==> config.mk <==
export PLATFORM = sky130hd
export DESIGN_NAME = eth_tx_framer
export DESIGN_NICKNAME = d
export VERILOG_FILES = /design/src/rtl/eth_tx_framer.sv
export SDC_FILE = /design/constraint.sdc
export NUM_CORES = 1
export LEC_CHECK = 0
export ABC_AREA = 1
export CORE_MARGIN = 1
export CORE_UTILIZATION = 47
export CTS_BUF_LIST = sky130_fd_sc_hd__clkbuf_16
export DETAILED_ROUTE_END_ITERATION = 8
export PLACE_DENSITY = 0.74
export SETUP_SLACK_MARGIN = 0.15
export SLEW_MARGIN = 20
export SYNTH_ARGS = -nofsm -noshare
export SYNTH_HDL_FRONTEND = slang
export SYNTH_SLANG_ARGS = --single-unit
==> constraint.sdc <==
create_clock -name clk -period 2.2 [get_ports clk]
set_input_delay 0.44 -clock clk [delete_from_list [all_inputs] [get_ports clk]]
set_output_delay 0.44 -clock clk [all_outputs]
set_load 0.02 [all_outputs]
==> src/rtl/eth_tx_framer.sv <==
// eth_tx_framer
// Byte-wide Ethernet transmit framer. Takes payload bytes (DA through end of
// payload) on a valid/ready stream and produces the PHY byte stream:
// 7x 0x55 preamble, 0xD5 SFD, payload, optional zero pad, 4-byte FCS, then a
// forced idle gap. An input underrun inside a frame is signalled with one
// tx_er cycle, after which the rest of the input frame is discarded.
//
// Timing model: every PHY output is a register loaded from the state of the
// previous cycle, so tx_d always lags the FSM by one clock. A byte accepted in
// DATA during cycle N is therefore on tx_d in cycle N+1.
module eth_tx_framer #(
  parameter bit PAD_EN  = 1'b1,
  parameter int MIN_LEN = 60,
  parameter int IFG_LEN = 12
) (
  input  logic       clk,
  input  logic       rst,
  input  logic       in_valid,
  input  logic [7:0] in_data,
  input  logic       in_last,
  output logic       in_ready,
  output logic       tx_en,
  output logic [7:0] tx_d,
  output logic       tx_er,
  output logic       busy
);

  // The first preamble byte is launched from the IDLE decision cycle, so the
  // PRE state only needs to launch the remaining six.
  localparam int PRE_CYCLES = 6;

  typedef enum logic [2:0] {
    S_IDLE,
    S_PRE,
    S_SFD,
    S_DATA,
    S_PAD,
    S_FCS,
    S_FLUSH,
    S_IFG
  } state_t;

  state_t      state_reg;
  state_t      state_next;
  logic [15:0] phase_cnt_reg;
  logic [15:0] byte_cnt_reg;
  logic [15:0] byte_cnt_inc;
  logic [31:0] crc_reg;
  logic [31:0] crc_inv;
  logic        accept;
  logic        tx_en_reg;
  logic        tx_en_next;
  logic        tx_er_reg;
  logic        tx_er_next;
  logic [7:0]  tx_d_reg;
  logic [7:0]  tx_d_next;

  // Reflected CRC-32 (poly 0xEDB88320 in LSB-first form), one byte per call.
  // Keeping the register reflected means ~crc sent LSB byte first is already
  // the on-wire FCS order; no extra bit reversal is needed.
  function automatic logic [31:0] crc32_byte(input logic [31:0] crc,
                                             input logic [7:0]  data);
    logic [31:0] c;
    c = crc ^ {24'h000000, data};
    for (int i = 0; i < 8; i++) begin
      c = c[0] ? ((c >> 1) ^ 32'hEDB88320) : (c >> 1);
    end
    return c;
  endfunction

  assign in_ready     = (state_reg == S_DATA) || (state_reg == S_FLUSH);
  assign busy         = (state_reg != S_IDLE);
  assign accept       = in_valid && in_ready;
  assign crc_inv      = ~crc_reg;
  // Saturating length so oversize frames still finish normally.
  assign byte_cnt_inc = (byte_cnt_reg == 16'hFFFF) ? byte_cnt_reg
                                                   : byte_cnt_reg + 16'd1;

  assign tx_en = tx_en_reg;
  assign tx_er = tx_er_reg;
  assign tx_d  = tx_d_reg;

  // State register.
  always_ff @(posedge clk or posedge rst) begin
    if (rst) begin
      state_reg <= S_IDLE;
    end else begin
      state_reg <= state_next;
    end
  end

  // Next-state logic.
  always_comb begin
    state_next = state_reg;
    case (state_reg)
      S_IDLE: begin
        if (in_valid) state_next = S_PRE;
      end
      S_PRE: begin
        if (phase_cnt_reg == 16'(PRE_CYCLES - 1)) state_next = S_SFD;
      end
      S_SFD: begin
        state_next = S_DATA;
      end
      S_DATA: begin
        if (!in_valid) begin
          state_next = S_FLUSH;
        end else if (in_last) begin
          state_next = (PAD_EN && (byte_cnt_inc < 16'(MIN_LEN))) ? S_PAD : S_FCS;
        end
      end
      S_PAD: begin
        if (byte_cnt_inc >= 16'(MIN_LEN)) state_next = S_FCS;
      end
      S_FCS: begin
        if (phase_cnt_reg == 16'd3) state_next = S_IFG;
      end
      S_FLUSH: begin
        if (in_valid && in_last) state_next = S_IFG;
      end
      S_IFG: begin
        // IFG_LEN+1 cycles: the first one still shows the last FCS byte on
        // tx_d, and the IDLE decision cycle adds one more idle cycle.
        if (phase_cnt_reg == 16'(IFG_LEN)) state_next = S_IDLE;
      end
      default: begin
        state_next = S_IDLE;
      end
    endcase
  end

  // Output logic: the byte to launch onto the PHY at the next clock edge.
  always_comb begin
    tx_en_next = 1'b0;
    tx_er_next = 1'b0;
    tx_d_next  = 8'h00;
    case (state_reg)
      S_IDLE: begin
        if (in_valid) begin
          tx_en_next = 1'b1;
          tx_d_next  = 8'h55;
        end
      end
      S_PRE: begin
        tx_en_next = 1'b1;
        tx_d_next  = 8'h55;
      end
      S_SFD: begin
        tx_en_next = 1'b1;
        tx_d_next  = 8'hD5;
      end
      S_DATA: begin
        tx_en_next = 1'b1;
        if (in_valid) begin
          tx_d_next = in_data;
        end else begin
          tx_er_next = 1'b1;
        end
      end
      S_PAD: begin
        tx_en_next = 1'b1;
      end
      S_FCS: begin
        tx_en_next = 1'b1;
        tx_d_next  = crc_inv[{phase_cnt_reg[1:0], 3'b000} +: 8];
      end
      default: begin
        tx_en_next = 1'b0;
      end
    endcase
  end

  // PHY output registers.
  always_ff @(posedge clk or posedge rst) begin
    if (rst) begin
      tx_en_reg <= 1'b0;
      tx_er_reg <= 1'b0;
      tx_d_reg  <= 8'h00;
    end else begin
      tx_en_reg <= tx_en_next;
      tx_er_reg <= tx_er_next;
      tx_d_reg  <= tx_d_next;
    end
  end

  // Datapath: phase counter, running CRC and frame length.
  always_ff @(posedge clk or posedge rst) begin
    if (rst) begin
      phase_cnt_reg <= 16'd0;
      byte_cnt_reg  <= 16'd0;
      crc_reg       <= 32'hFFFFFFFF;
    end else begin
      phase_cnt_reg <= (state_next != state_reg) ? 16'd0 : phase_cnt_reg + 16'd1;
      case (state_reg)
        S_SFD: begin
          crc_reg      <= 32'hFFFFFFFF;
          byte_cnt_reg <= 16'd0;
        end
        S_DATA: begin
          if (accept) begin
            crc_reg      <= crc32_byte(crc_reg, in_data);
            byte_cnt_reg <= byte_cnt_inc;
          end
        end
        S_PAD: begin
          crc_reg      <= crc32_byte(crc_reg, 8'h00);
          byte_cnt_reg <= byte_cnt_inc;
        end
        default: begin
          crc_reg <= crc_reg;
        end
      endcase
    end
  end

endmodule

==> metrics.md, run 1 <==
| Metric | Value |
|---|---|
| Synth cell count leaders | `nand2_1, inv_1, nor2_1` |
| Pre-CTS worst setup slack | `-0.0789 ns` |
| Initial DRC Count | `666` |
| Largest area contributor in the netlist | `dfrtp_1` |
| Register bit total from synthesis | `77` |
| Final Cycle Share | `0.924` |
| Wire per inst | `16.3 um` |
| Routed Antenna Nets | `0` |
| Hold-fix buffers, CTS | `0` |
| Reg2reg end | `phase_cnt_reg[13]$_DFF_PP0_` |
| CTS Root Cell | `clkbuf_16` |
| Power Density | `1880 nW/um^2` |
| Fmax | `492 MHz` |
| Design area | `7670 sq um` |
| H-tree depth | `3` |
| Netlist cell types | `43` |
| Crit path time final | `2.03 ns` |
| First-pass DRT Iterations | `6` |
| Largest net degree at the start of global routing | `78` |
| Post-layout net count | `921` |
| Setup violations, final | `0` |
| Worst skew pair latency | `0.35 ns` |
| Ant diodes | `0` |
| Count leader, synth | `nand2_1` |
| Syn Inst Count | `814` |
| Worst Setup EP | `phase_cnt_reg[13]$_DFF_PP0_` |
| Req. time, crit path | `2.44 ns` |
| Status | `complete, no violations` |
| Levels on crit path | `16` |
| RSZ-0062 raised after global routing | `yes` |
| GR Util met3 | `0.0691` |
| Total global-route track usage | `0.274` |
| RePlAce Congestion | `0.918` |
| Die area | `13,200 sq um` |
| Area of the multi-input gates | `3840 sq um` |
| Layout cells sized above 1 | `0.267` |
| Num CTS Buffers | `9` |
| Delay-heaviest family, CP | `simple AND/OR/NAND/NOR gates` |
| CP Capture Type | `register` |
| DP HPWL | `11,900 um` |
| Initial antenna violation count | `0` |
| Syn Nets | `830` |
| Ys Warns | `0` |
| Area post-placement | `6790 sq um` |
| Initial Utilization | `0.490` |
| Row cnt | `40` |
| Reg-to-Reg Start | `byte_cnt_reg[1]$_DFFE_PP0P_` |
| Reg clk slew, reported paths | `0.06 ns` |
| Placed Instances | `1,040` |
| Clock Sinks | `77` |
| Post-synth EDFFs | `0` |
| Routed via count | `5,925` |
| TritonCTS clock tree | `yes` |
| CP Buf/Inv Count | `1` |
| Final slew viol count | `0` |
| Synth Area per Inst | `7.35 sq um` |
| Pin slew with the least headroom to its limit | `0.416 ns` |
| Setup crit start kind | `register` |
| Worst Hold Depth | `2` |
| Core outline area | `12,200 sq um` |
| Post-Route WL | `17,600 um` |
| Worst reg2reg path depth | `16` |
| Primary FF master, synth | `dfrtp_1` |
| Largest fanout on the critical path | `8` |
| Critical path class | `reg -> reg` |
| Filler Cell Count | `1,032` |
| GR Layer Usage met1 | `0.352` |
| Cell area after synthesis | `5980 sq um` |
| First-pass GRT wire length | `27,300 um` |
| Hold Fails Final Rpt | `0` |
| Setup TNS | `0 ns` |
| Min-Delay Path Class | `reg -> reg` |
| Worst Path Arrival | `2.28 ns` |
| Top cell type's share of synthesized area | `0.188` |
| Congestion Overflow GR | `0` |
| Longest Clk Path Bufs | `2` |
| Most used cell along the critical path | `nand2_2` |
| Leak | `3.43 nW` |
| Maximum VDD drop | `0.000971 V` |
| Critical Path, Cell by Cell | `ha_2 > nand2_2 > nor2_4 > nand2_4 > inv_4 > nand2_4 > nand2_2 > nand2_2 > nor2_1 > nor2_1 > nand3_1 > nand2_2 > nand2_2 > nand3_4 > nand2_8 > nor2_1` |
| Setup Skew | `0.00940 ns` |
| Total power | `14.4 mW` |
| Max-capacitance violation count | `0` |
| Area delta synth->final | `28.3%` |
| Max FFs per register | `32` |
| CP max stage delay | `0.36 ns` |
| DIE WIDTH | `115 um` |
| Via density | `5.50` |
| Relative slew slack | `0.721` |
| Slack of the worst reg-to-reg path | `0.17 ns` |
| Slowest-stage cell, CP | `dfrtp_1` |
| Ys async rst share | `1.00` |
| Fin cells | `1,078` |
| Number of global-route vias before repair | `5,405` |
| Seq/Total Area, Yosys | `0.329` |
| Met2 Use GR | `0.432` |
| Worst Setup SP | `byte_cnt_reg[1]$_DFFE_PP0P_` |
| Overall die height | `115 um` |
| Final worst slack | `0.167 ns` |
| DR DRC count | `0` |
| I/O Buffers | `23` |
| Gr busiest metal | `met2` |
| IO Pins | `24` |
| Reg area | `1980 sq um` |
| Hold Startpoint | `crc_reg[1]$_DFFE_PP1P_` |
| Ranking of synthesized cells by area | `dfrtp_1, dfstp_2, xor2_1` |
## power breakdown
group          switching, mW  total (mW)  leakage [nW]  internal [mW]
logic                   5.79        9.98          2.35           4.19
registers              0.631        2.88         0.922           2.25
clock network          0.599        1.58         0.157          0.979
total                   7.02        14.4          3.43           7.42
## kinds of logic after synthesis
family	count (synthesis)	synth area share
XOR/XNOR	110	0.172
AO/OA/AOI/OAI	151	0.146
adder cells (fa/ha/maj)	4	0.00837
AND/OR/NAND/NOR	339	0.253
buffers and inverters	133	0.0924
flip-flops	77	0.329
## layout by cell type, fill, tap and decap left out, types with 8 or more instances in the layout
| cell | n |
|---|---|
| nand2_2 | 15 |
| o21ai_0 | 57 |
| nor2_2 | 17 |
| dfstp_2 | 32 |
| nand4_1 | 15 |
| clkdlybuf4s50_1 | 20 |
| nand2_1 | 140 |
| xor2_1 | 60 |
| xnor2_1 | 27 |
| nand2_4 | 8 |
| a21oi_1 | 45 |
| clkbuf_16 | 9 |
| inv_1 | 93 |
| or2_2 | 13 |
| xor2_2 | 11 |
| nor2_4 | 9 |
| a32oi_1 | 13 |
| nand3_1 | 51 |
| dfrtp_1 | 38 |
| o22ai_1 | 10 |
| nor2_1 | 58 |
| buf_4 | 80 |
## area by class of cell
class / count / area share
Multi-Input combinational cell: 605 / 0.500
Sequential cell: 77 / 0.257
Clock buffer: 9 / 0.0293
Timing Repair Buffer: 109 / 0.123
Tap cell: 168 / 0.0274
Inverter: 103 / 0.0522
Clock inverter: 7 / 0.0109
## worst min-delay path by stage
stage                               to  slack, ns
2_1_floorplan  crc_reg[31]$_DFFE_PP1P_       0.47
3_3_place_gp   crc_reg[31]$_DFFE_PP1P_       0.51
3_5_place_dp   crc_reg[31]$_DFFE_PP1P_       0.51
4_1_cts        crc_reg[31]$_DFFE_PP1P_       0.53
5_1_grt         crc_reg[1]$_DFFE_PP1P_       0.51
6_report        crc_reg[1]$_DFFE_PP1P_       0.49
## through the flow
step	hold slack, ns	utilization
floorplan	0.474	-
global placement	0.506	0.556
detailed placement	0.515	0.556
CTS	0.530	0.586
global route	0.512	0.628
finish	0.489	0.628
## what timing repair did
| action | CTS | global route |
|---|---|---|
| resized for setup | 13 | 80 |
| pin swaps | 3 | 16 |
| cloned | 1 | 0 |
| endpoints found under the setup margin | 21 | 41 |
| buffers inserted | 1 | 20 |
## worst register-to-register path: cells and delay by family, from the launching register on
kind / cells / cell delay, ns
simple gates: 14 / 1.31
flops: 1 / 0.36
fa+ha+maj: 1 / 0.19
buf+inv: 1 / 0.08
## routing by layer
metal | wire length, um | part of all wire
met4 | 555 | 0.032
met1 | 7430 | 0.42
met3 | 1410 | 0.080
met5 | 0 | 0
met2 | 8180 | 0.47
(Power assumes the default switching activity.)
==> run 2: changes to the inputs <==
--- a/config.mk
+++ b/config.mk
@@ -10,6 +10,7 @@
 export CORE_UTILIZATION = 47
 export CTS_BUF_LIST = sky130_fd_sc_hd__clkbuf_16
 export DETAILED_ROUTE_END_ITERATION = 8
+export HOLD_SLACK_MARGIN = 0.1
 export PLACE_DENSITY = 0.74
 export SETUP_SLACK_MARGIN = 0.15
 export SLEW_MARGIN = 20
==> results of run 2 <==
Same layout as run 1: the final DEF is identical, and so are final timing and power.
